[src/rtl/iq_demod_pkg.sv]
// Shared types for the iq_demod datapath.
// Mode and sequencer state encodings.
package iq_demod_pkg;

  typedef enum logic {
    MODE_DIRECT = 1'b0,
    MODE_SCAN   = 1'b1
  } pair_mode_t;

  typedef enum logic {
    ST_IDLE = 1'b0,
    ST_EMIT = 1'b1
  } pair_seq_state_t;

endpackage

[src/rtl/iq_pair_sequencer_pair_select.sv]
// Combinational pair picker: frame[idx] -> (a, b).
// Out-of-range idx yields zeros.
module pair_select #(
  parameter  int W         = 5,
  parameter  int NUM_PAIRS = 5,
  localparam int SEL_W     = (NUM_PAIRS > 1) ? $clog2(NUM_PAIRS) : 1
) (
  input  logic [2*NUM_PAIRS*W-1:0] frame,
  input  logic [SEL_W-1:0]         idx,
  output logic [W-1:0]             a,
  output logic [W-1:0]             b
);

  always_comb begin
    a = '0;
    b = '0;
    for (int k = 0; k < NUM_PAIRS; k++) begin
      if (idx == SEL_W'(k)) begin
        a = frame[2*k*W +: W];
        b = frame[(2*k+1)*W +: W];
      end
    end
  end

endmodule

[src/rtl/iq_pair_sequencer.sv]
// Frame capture + pair emitter for iq_demod.
// SCAN streams every pair; DIRECT streams one.
module iq_pair_sequencer
  import iq_demod_pkg::*;
#(
  parameter  int W         = 5,
  parameter  int NUM_PAIRS = 5,
  localparam int SEL_W     = (NUM_PAIRS > 1) ? $clog2(NUM_PAIRS) : 1
) (
  input  logic                     clk,
  input  logic                     rst,
  input  logic [2*NUM_PAIRS*W-1:0] in_data,
  input  logic                     in_valid,
  output logic                     in_ready,
  input  logic                     mode,
  input  logic [SEL_W-1:0]         sel,
  input  logic                     flush,
  output logic [W-1:0]             out1,
  output logic [W-1:0]             out2,
  output logic [SEL_W-1:0]         out_idx,
  output logic                     out_last,
  output logic                     out_valid,
  input  logic                     out_ready,
  output logic                     sel_err
);

  localparam int FW = 2*NUM_PAIRS*W;
  localparam logic [SEL_W:0] NP =
    (SEL_W+1)'(NUM_PAIRS);
  localparam logic [SEL_W-1:0] LAST_IDX =
    SEL_W'(NUM_PAIRS - 1);

  pair_seq_state_t  state_q, state_d;
  logic [FW-1:0]    frame_q, frame_d;
  logic [W-1:0]     out1_q, out1_d;
  logic [W-1:0]     out2_q, out2_d;
  logic [SEL_W-1:0] idx_q, idx_d;
  logic             last_q, last_d;
  logic             valid_q, valid_d;
  logic             sel_err_q, sel_err_d;

  logic [FW-1:0]    pick_frame;
  logic [SEL_W-1:0] pick_idx;
  logic [SEL_W-1:0] idx_nxt;
  logic [W-1:0]     pick_a, pick_b;
  logic             is_scan;

  assign idx_nxt = idx_q + SEL_W'(1);
  assign is_scan = (pair_mode_t'(mode) == MODE_SCAN);

  // In IDLE the buffer is not loaded yet, so pick from in_data.
  pair_select #(
    .W         (W),
    .NUM_PAIRS (NUM_PAIRS)
  ) u_pick (
    .frame (pick_frame),
    .idx   (pick_idx),
    .a     (pick_a),
    .b     (pick_b)
  );

  always_comb begin
    state_d    = state_q;
    frame_d    = frame_q;
    out1_d     = out1_q;
    out2_d     = out2_q;
    idx_d      = idx_q;
    last_d     = last_q;
    valid_d    = valid_q;
    sel_err_d  = 1'b0;
    pick_frame = frame_q;
    pick_idx   = idx_nxt;
    if (flush) begin
      valid_d = 1'b0;
      state_d = ST_IDLE;
    end else begin
      unique case (state_q)
        ST_IDLE: begin
          pick_frame = in_data;
          pick_idx   = is_scan ? '0 : sel;
          if (in_valid) begin
            frame_d = in_data;
            if (is_scan) begin
              out1_d  = pick_a;
              out2_d  = pick_b;
              idx_d   = '0;
              last_d  = (NUM_PAIRS == 1);
              valid_d = 1'b1;
              state_d = ST_EMIT;
            end else if ({1'b0, sel} < NP) begin
              out1_d  = pick_a;
              out2_d  = pick_b;
              idx_d   = sel;
              last_d  = 1'b1;
              valid_d = 1'b1;
              state_d = ST_EMIT;
            end else begin
              sel_err_d = 1'b1;
            end
          end
        end
        ST_EMIT: begin
          if (valid_q && out_ready) begin
            if (last_q) begin
              valid_d = 1'b0;
              state_d = ST_IDLE;
            end else begin
              out1_d = pick_a;
              out2_d = pick_b;
              idx_d  = idx_nxt;
              last_d = (idx_nxt == LAST_IDX);
            end
          end
        end
        default: begin
          valid_d = 1'b0;
          state_d = ST_IDLE;
        end
      endcase
    end
  end

  always_ff @(posedge clk or posedge rst) begin
    if (rst) begin
      state_q   <= ST_IDLE;
      frame_q   <= '0;
      out1_q    <= '0;
      out2_q    <= '0;
      idx_q     <= '0;
      last_q    <= 1'b0;
      valid_q   <= 1'b0;
      sel_err_q <= 1'b0;
    end else begin
      state_q   <= state_d;
      frame_q   <= frame_d;
      out1_q    <= out1_d;
      out2_q    <= out2_d;
      idx_q     <= idx_d;
      last_q    <= last_d;
      valid_q   <= valid_d;
      sel_err_q <= sel_err_d;
    end
  end

  assign in_ready  = (state_q == ST_IDLE);
  assign out1      = out1_q;
  assign out2      = out2_q;
  assign out_idx   = idx_q;
  assign out_last  = last_q;
  assign out_valid = valid_q;
  assign sel_err   = sel_err_q;

endmodule
[config.mk]
export PLATFORM = sky130hd
export DESIGN_NAME = iq_pair_sequencer
export DESIGN_NICKNAME = d
export VERILOG_FILES = /design/src/rtl/iq_demod_pkg.sv /design/src/rtl/iq_pair_sequencer_pair_select.sv /design/src/rtl/iq_pair_sequencer.sv
export SDC_FILE = /design/constraint.sdc
export NUM_CORES = 1
export LEC_CHECK = 0
export CELL_PAD_IN_SITES_DETAIL_PLACEMENT = 1
export CELL_PAD_IN_SITES_GLOBAL_PLACEMENT = 1
export CORE_AREA = 10 10 129 95
export CTS_BUF_LIST = sky130_fd_sc_hd__clkbuf_2 sky130_fd_sc_hd__clkbuf_4 sky130_fd_sc_hd__clkbuf_8
export DETAILED_ROUTE_END_ITERATION = 10
export DIE_AREA = 0 0 139 105
export PLACE_DENSITY_LB_ADDON = 0.1
export SLEW_MARGIN = 20
export SYNTH_ARGS = -nofsm -noshare
export SYNTH_HDL_FRONTEND = slang
export SYNTH_SLANG_ARGS = --single-unit
[constraint.sdc]
create_clock -name clk -period 2.43 [get_ports clk]
set_input_delay 0.243 -clock clk [delete_from_list [all_inputs] [get_ports clk]]
set_output_delay 0.243 -clock clk [all_outputs]
set_load 0.01 [all_outputs]
; ---- Word-level counts from Yosys, hierarchy flattened
; Index checks and enable logic that the tools add are counted.
[classes]
n_addsub = 1
n_lt_le_gt_ge = 1
n_mux = 56
n_eq_ne = 13
reduce_logical = 6
bitwise = 2
[op_table]
columns = cell, n
row1 = 5-bit two-way mux, 20
row2 = 50-bit two-way mux, 1
row3 = 3-bit two-way mux, 8
row4 = 1-bit two-way mux, 21
row5 = 5-bit one-hot mux with 2 select lines, 2
row6 = "3-bit by 2-bit != test with 1-bit output, second input constant", 3
row7 = 4-bit AND reduction, 2
row8 = "3-bit by 2-bit equality test with 1-bit output, second input constant", 2
row9 = "3-bit equality test, second input constant", 2
row10 = 1-bit one-hot mux with 2 select lines, 3
row11 = 3-bit one-hot mux with 2 select lines, 1
row12 = 5-bit AND reduction, 1
row13 = "2-bit != test, second input constant", 2
row14 = "4-bit by 1-bit != test with 1-bit output, second input constant", 1
row15 = "3-bit by 1-bit adder with 3-bit output, second input constant", 1
row16 = "3-bit by 1-bit equality test with 1-bit output, second input constant", 1
row17 = 3-bit logical NOT, 1
row18 = "3-bit < comparator, second input constant", 1
row19 = "3-bit by 1-bit != test with 1-bit output, second input constant", 1
row20 = 3-bit AND reduction, 1
row21 = "2-bit by 1-bit != test with 1-bit output, second input constant", 1
row22 = 1-bit NOT, 2
row23 = 1-bit logical AND, 1
[totals]
wordCells = 87
out_inout_bits = 17
ff_bits = 67

; ---- Longest topological paths before layout
[depth]
word_depth = 13
ltp_mapped = 9
depth_no_buf = 6

; ---- Hierarchy
; Synthesis repeated with hierarchy kept, for this count alone.
[hier_totals]
hier_cells = 285
area_unflattened_um2 = 3754.9
[modules_own_cells]
columns = module, area_each_um2, instances, cells_each
row1 = iq_pair_sequencer, 3283.1, 1, 232
row2 = pair_select, 471.7, 1, 53

; ---- Worst setup path after synthesis
; No wires, ideal clock.
[synth_timing]
path_kind = register to register
from = register idx_q[0] (netlist: out_idx[0])
to = register out1_q[0] (netlist: out1[0])
arrival_time_ns = 1.755
setup_ns = 0.094
slack_ns = 0.581
t_required_ns = 2.336
path_stages_with_launch = 7
path_cell_list = dfrtp_1 > ha_1 > xor2_1 > mux2i_1 > nand3_1 > or2_2 > a221oi_2
[synth_between]
elab_chain_len = 13
word_cells_on_any_way = 19
classes_between = 1 x add/sub / 4 x eq/ne / 13 x mux / 1 x reduce/logical
[synth_lines]
columns = element, line
row1 = start: declaration, iq_pair_sequencer.sv:37  ; logic [SEL_W-1:0] idx_q, idx_d;
row2 = start signal: assignment, iq_pair_sequencer.sv:138  ; idx_q <= idx_d;
row3 = 3-bit by 1-bit adder with 3-bit output *, iq_pair_sequencer.sv:48  ; assign idx_nxt = idx_q + SEL_W'(1);
row4 = 3-bit two-way mux, iq_pair_sequencer.sv:77  ; unique case (state_q)
row5 = 3-bit two-way mux *, iq_pair_sequencer.sv:73  ; if (flush) begin
row6 = 3-bit logical NOT, iq_pair_sequencer_pair_select.sv:18  ; if (idx == SEL_W'(k)) begin
row7 = 5-bit two-way mux (4 in a row), iq_pair_sequencer_pair_select.sv:18
row8 = 5-bit two-way mux *, iq_pair_sequencer_pair_select.sv:18
row9 = 5-bit two-way mux, iq_pair_sequencer.sv:90  ; end else if ({1'b0, sel} < NP) begin
row10 = 5-bit two-way mux, iq_pair_sequencer.sv:83  ; if (is_scan) begin
row11 = 5-bit two-way mux, iq_pair_sequencer.sv:81  ; if (in_valid) begin
row12 = 5-bit one-hot mux with 2 select lines *, iq_pair_sequencer.sv:77
row13 = end signal: assignment, iq_pair_sequencer.sv:136  ; out1_q <= out1_d;
row14 = end: declaration, iq_pair_sequencer.sv:35  ; logic [W-1:0] out1_q, out1_d;
; Mark *: on every way between the ends. The rest lies on a longest branch, timed or not. The select of a mux whose other input is x is not followed.
; A chain may end at the register's enable or synchronous reset.

; ---- Worst setup path after layout
[layout_timing]
from = register idx_q[0] (netlist: out_idx[0])
to = register out2_q[3] (netlist: out2[3])
[layout_between]
elab_chain_len = 13
word_cells_on_any_way = 19
classes_between = 1 x add/sub / 4 x eq/ne / 13 x mux / 1 x reduce/logical
[layout_lines]
columns = element, line
row1 = 3-bit by 1-bit adder with 3-bit output *, iq_pair_sequencer.sv:48
row2 = 3-bit two-way mux, iq_pair_sequencer.sv:77
row3 = 3-bit two-way mux *, iq_pair_sequencer.sv:73
row4 = 3-bit logical NOT, iq_pair_sequencer_pair_select.sv:18
row5 = 5-bit two-way mux (4 in a row), iq_pair_sequencer_pair_select.sv:18
row6 = 5-bit two-way mux *, iq_pair_sequencer_pair_select.sv:18
row7 = 5-bit two-way mux, iq_pair_sequencer.sv:90
row8 = 5-bit two-way mux, iq_pair_sequencer.sv:83
row9 = 5-bit two-way mux, iq_pair_sequencer.sv:81
row10 = 5-bit one-hot mux with 2 select lines *, iq_pair_sequencer.sv:77
row11 = end signal: assignment, iq_pair_sequencer.sv:137  ; out2_q <= out2_d;
row12 = end: declaration, iq_pair_sequencer.sv:36  ; logic [W-1:0] out2_q, out2_d;
; Marked as above.

==> out/qor.txt <==
WL per Instance -> 19.3 um
GRT Util Overall -> 17.0%
reg2reg setup slack -> 0.17 ns
Synth Cell Area -> 3840 sq um
core area -> 9680 sq um
Design Area, Final -> 4960 sq um
gpl congestion -> 0.877
Worst Max-Slew Pin Slew -> 0.740 ns
GRT overflow -> 0
clk root buf -> clkbuf_8
pwr dens -> 805 nW/um^2
Critical Path Source -> out_idx[0]
Via density -> 5.34
initial antenna violation count -> 0
I/O Buffers -> 75
Final Max Slew Viols -> 0
Final Hold Viols -> 0
largest net degree at the start of global routing -> 53
fin worst setup slack -> 0.169 ns
layout cell share with drive strength beyond 1 -> 18.7%
max cap viols -> 0
syn nets -> 489
Clock Tree Buf Depth -> 2
final setup fails -> 0
number of flops mapped to enable cells by yosys -> 0
Synth Instances -> 428
Skew-Pair Late Insertion Delay -> 0.36 ns
vias in the first global route -> 3690
status -> complete, no violations
Seq/Total Area, Yosys -> 43.7%
Synth Warn # -> 0
Setup Skew -> 0.0122 ns
Die X -> 139 um
Core Rows -> 30
HPWL after detailed placement -> 9030 um
Syn Area/Cell -> 8.97 sq um
Fmax achieved -> 442 MHz
Max-slew headroom -> 50.5%
Leak -> 2.23 nW
ys async rst share -> 100%
Yosys top cell by area -> dfrtp_1
htree depth -> 3
reg2reg path depth -> 6
Critical R2R Launch -> out_idx[0]
clock sinks -> 67
Hold WC Path Type -> input pin to asynchronous set/reset pin
Initial Util -> 39.6%
period utilisation layout -> 93.0%
setup_tns -> 0 ns
Critical R2R Capture -> out2[3]
clock slew at reported path FFs -> 0.08 ns
main flop type after synthesis -> dfrtp_1
Post-CTS Setup Repair Bufs -> 0
RSZ-0062 raised after global routing -> false
dpl cell area -> 4740 sq um
Hold Buf Count CTS -> 0
I/O pin count -> 76
TritonCTS Buffers -> 9
dpl ws -> -0.111 ns
min Tclk post-route -> 2.26 ns
first-pass GRT wire length -> 20400 um
Routed Antenna Nets -> 0
Max VDD drop -> 0.405 mV
data required time of the critical path -> 2.70 ns
CTS tree -> done
Ant. Diodes -> 0
area share of the largest cell type after synthesis -> 43.7%
CTS resizes -> 0
Power Total -> 0.00399 W
area growth from synthesis to layout -> 29.1%
Setup Crit Path Kind -> register to register
Crit Path Max Fanout -> 11
CP endpoint kind -> register
CP arrival -> 2.53 ns
crit start category -> register
Netlist cell types -> 44
drt first pass iters -> 4
Synth Register Bits -> 67
initial DRC count -> 223
routed wire length -> 12300 um
vias after detailed routing -> 3396
# fillers -> 1146
nets -> 564
Die Ht -> 105 um
main area contributors after synthesis -> dfrtp_1 (44%), nand2_1 (15%), mux2_2 (5.9%)
residual DRC count -> 0
DIE AREA -> 14600 sq um
## critical path: stages (launching register included)
cell and delay [ns]:
dfrtp_1 0.40, ha_1 0.26, xnor2_1 0.28, nor4b_1 0.12
a31oi_2 0.61, nor2_4 0.21, a221oi_2 0.30
## sequential cells by signal (all words and copies together), names as in the netlist
signal	count
out2	5
out_last	1
out_valid	1
frame_q	50
out_idx	3
sel_err	1
state_q	1
out1	5
## worst max path at each step
stage                     depth (start not counted)          to
after detailed placement                          6     out2[3]
final                                             6     out2[3]
after floorplan                                   1  frame_q[0]
after global placement                            5     out2[3]
after CTS                                         6     out1[1]
after global routing                              6     out2[3]
## metrics by stage
| stage | instances | hold WS [ns] | util, % |
|---|---|---|---|
| 2_1_floorplan | 428 | 0.348 | - |
| 3_3_place_gp | 620 | 0.452 | 48.9 |
| 3_5_place_dp | 620 | 0.460 | 48.9 |
| 4_1_cts | 636 | 0.153 | 51.2 |
| 5_1_grt | 636 | 0.168 | 51.2 |
| 6_report | 636 | 0.146 | 51.2 |
## layout by cell type, fill, tap and decap left out, drive strengths merged, types with 2 or more instances in the layout
master / netlist / layout
clkdlybuf4s50: 0 / 75
o21ai: 7 / 7
inv: 5 / 5
nand2: 156 / 156
dfrtp: 67 / 67
a21o: 2 / 2
bufinv: 0 / 2
buf: 16 / 16
nor2: 28 / 28
clkbuf: 11 / 11
clkinv: 0 / 2
a221oi: 20 / 20
and4: 10 / 10
nand3: 23 / 23
or2: 11 / 11
a21oi: 8 / 8
nand2b: 2 / 2
mux2: 20 / 20
mux2i: 22 / 22
ha: 2 / 2
nor4b: 2 / 2
## kinds of logic (layout without fill, tap and decap cells)
family / count (synthesis) / in the layout / share of synthesized area (%)
muxes: 42 / 42 / 11.6
xor gates and xnor gates: 2 / 2 / 0.456
AOI/OAI and AO/OA: 44 / 44 / 10.3
buffers and inverters: 32 / 112 / 4.43
adders and majority gates: 2 / 2 / 0.652
DFF: 67 / 67 / 43.7
and+or+nand+nor: 239 / 239 / 28.8
## Yosys cell counts, types with 2 or more instances
cell type  number
inv_1           5
a221oi_2       10
a21o_1          2
a221oi_1       10
mux2_2         20
nand2_1       155
buf_4           7
or2_2          10
buf_6           2
o21ai_0         6
clkbuf_1       11
nor2_2          2
ha_1            2
buf_2           7
nand2b_1        2
mux2i_1        22
and4_4          9
nand3_1        23
a21oi_1         8
dfrtp_1        67
nor2_1         25
## power by group
| group | switching (W) | internal (W) |
|---|---|---|
| sequential | 0.000174 | 0.00135 |
| clock | 0.000450 | 0.000598 |
| combinational | 0.000736 | 0.000678 |
| total | 0.00136 | 0.00263 |
## layout make-up
cell class / count / area (sq um) / share of cell area (%)
multi-input cells: 329 / 2000 / 40.3
flip-flops and latches: 67 / 1680 / 33.9
repair buffers: 91 / 883 / 17.8
well taps: 128 / 160 / 3.23
clock buffers: 11 / 139 / 2.80
clock inverters: 5 / 77.6 / 1.57
inverters: 5 / 18.8 / 0.379
## metal layers
metal  share of wire (%)  global-route usage, %
met5                   0                      0
met4                 1.2                   3.94
met3                 5.0                   5.02
met2                  45                   25.5
met1                  49                   23.3
Note: power is estimated with default switching activity, not from simulation.
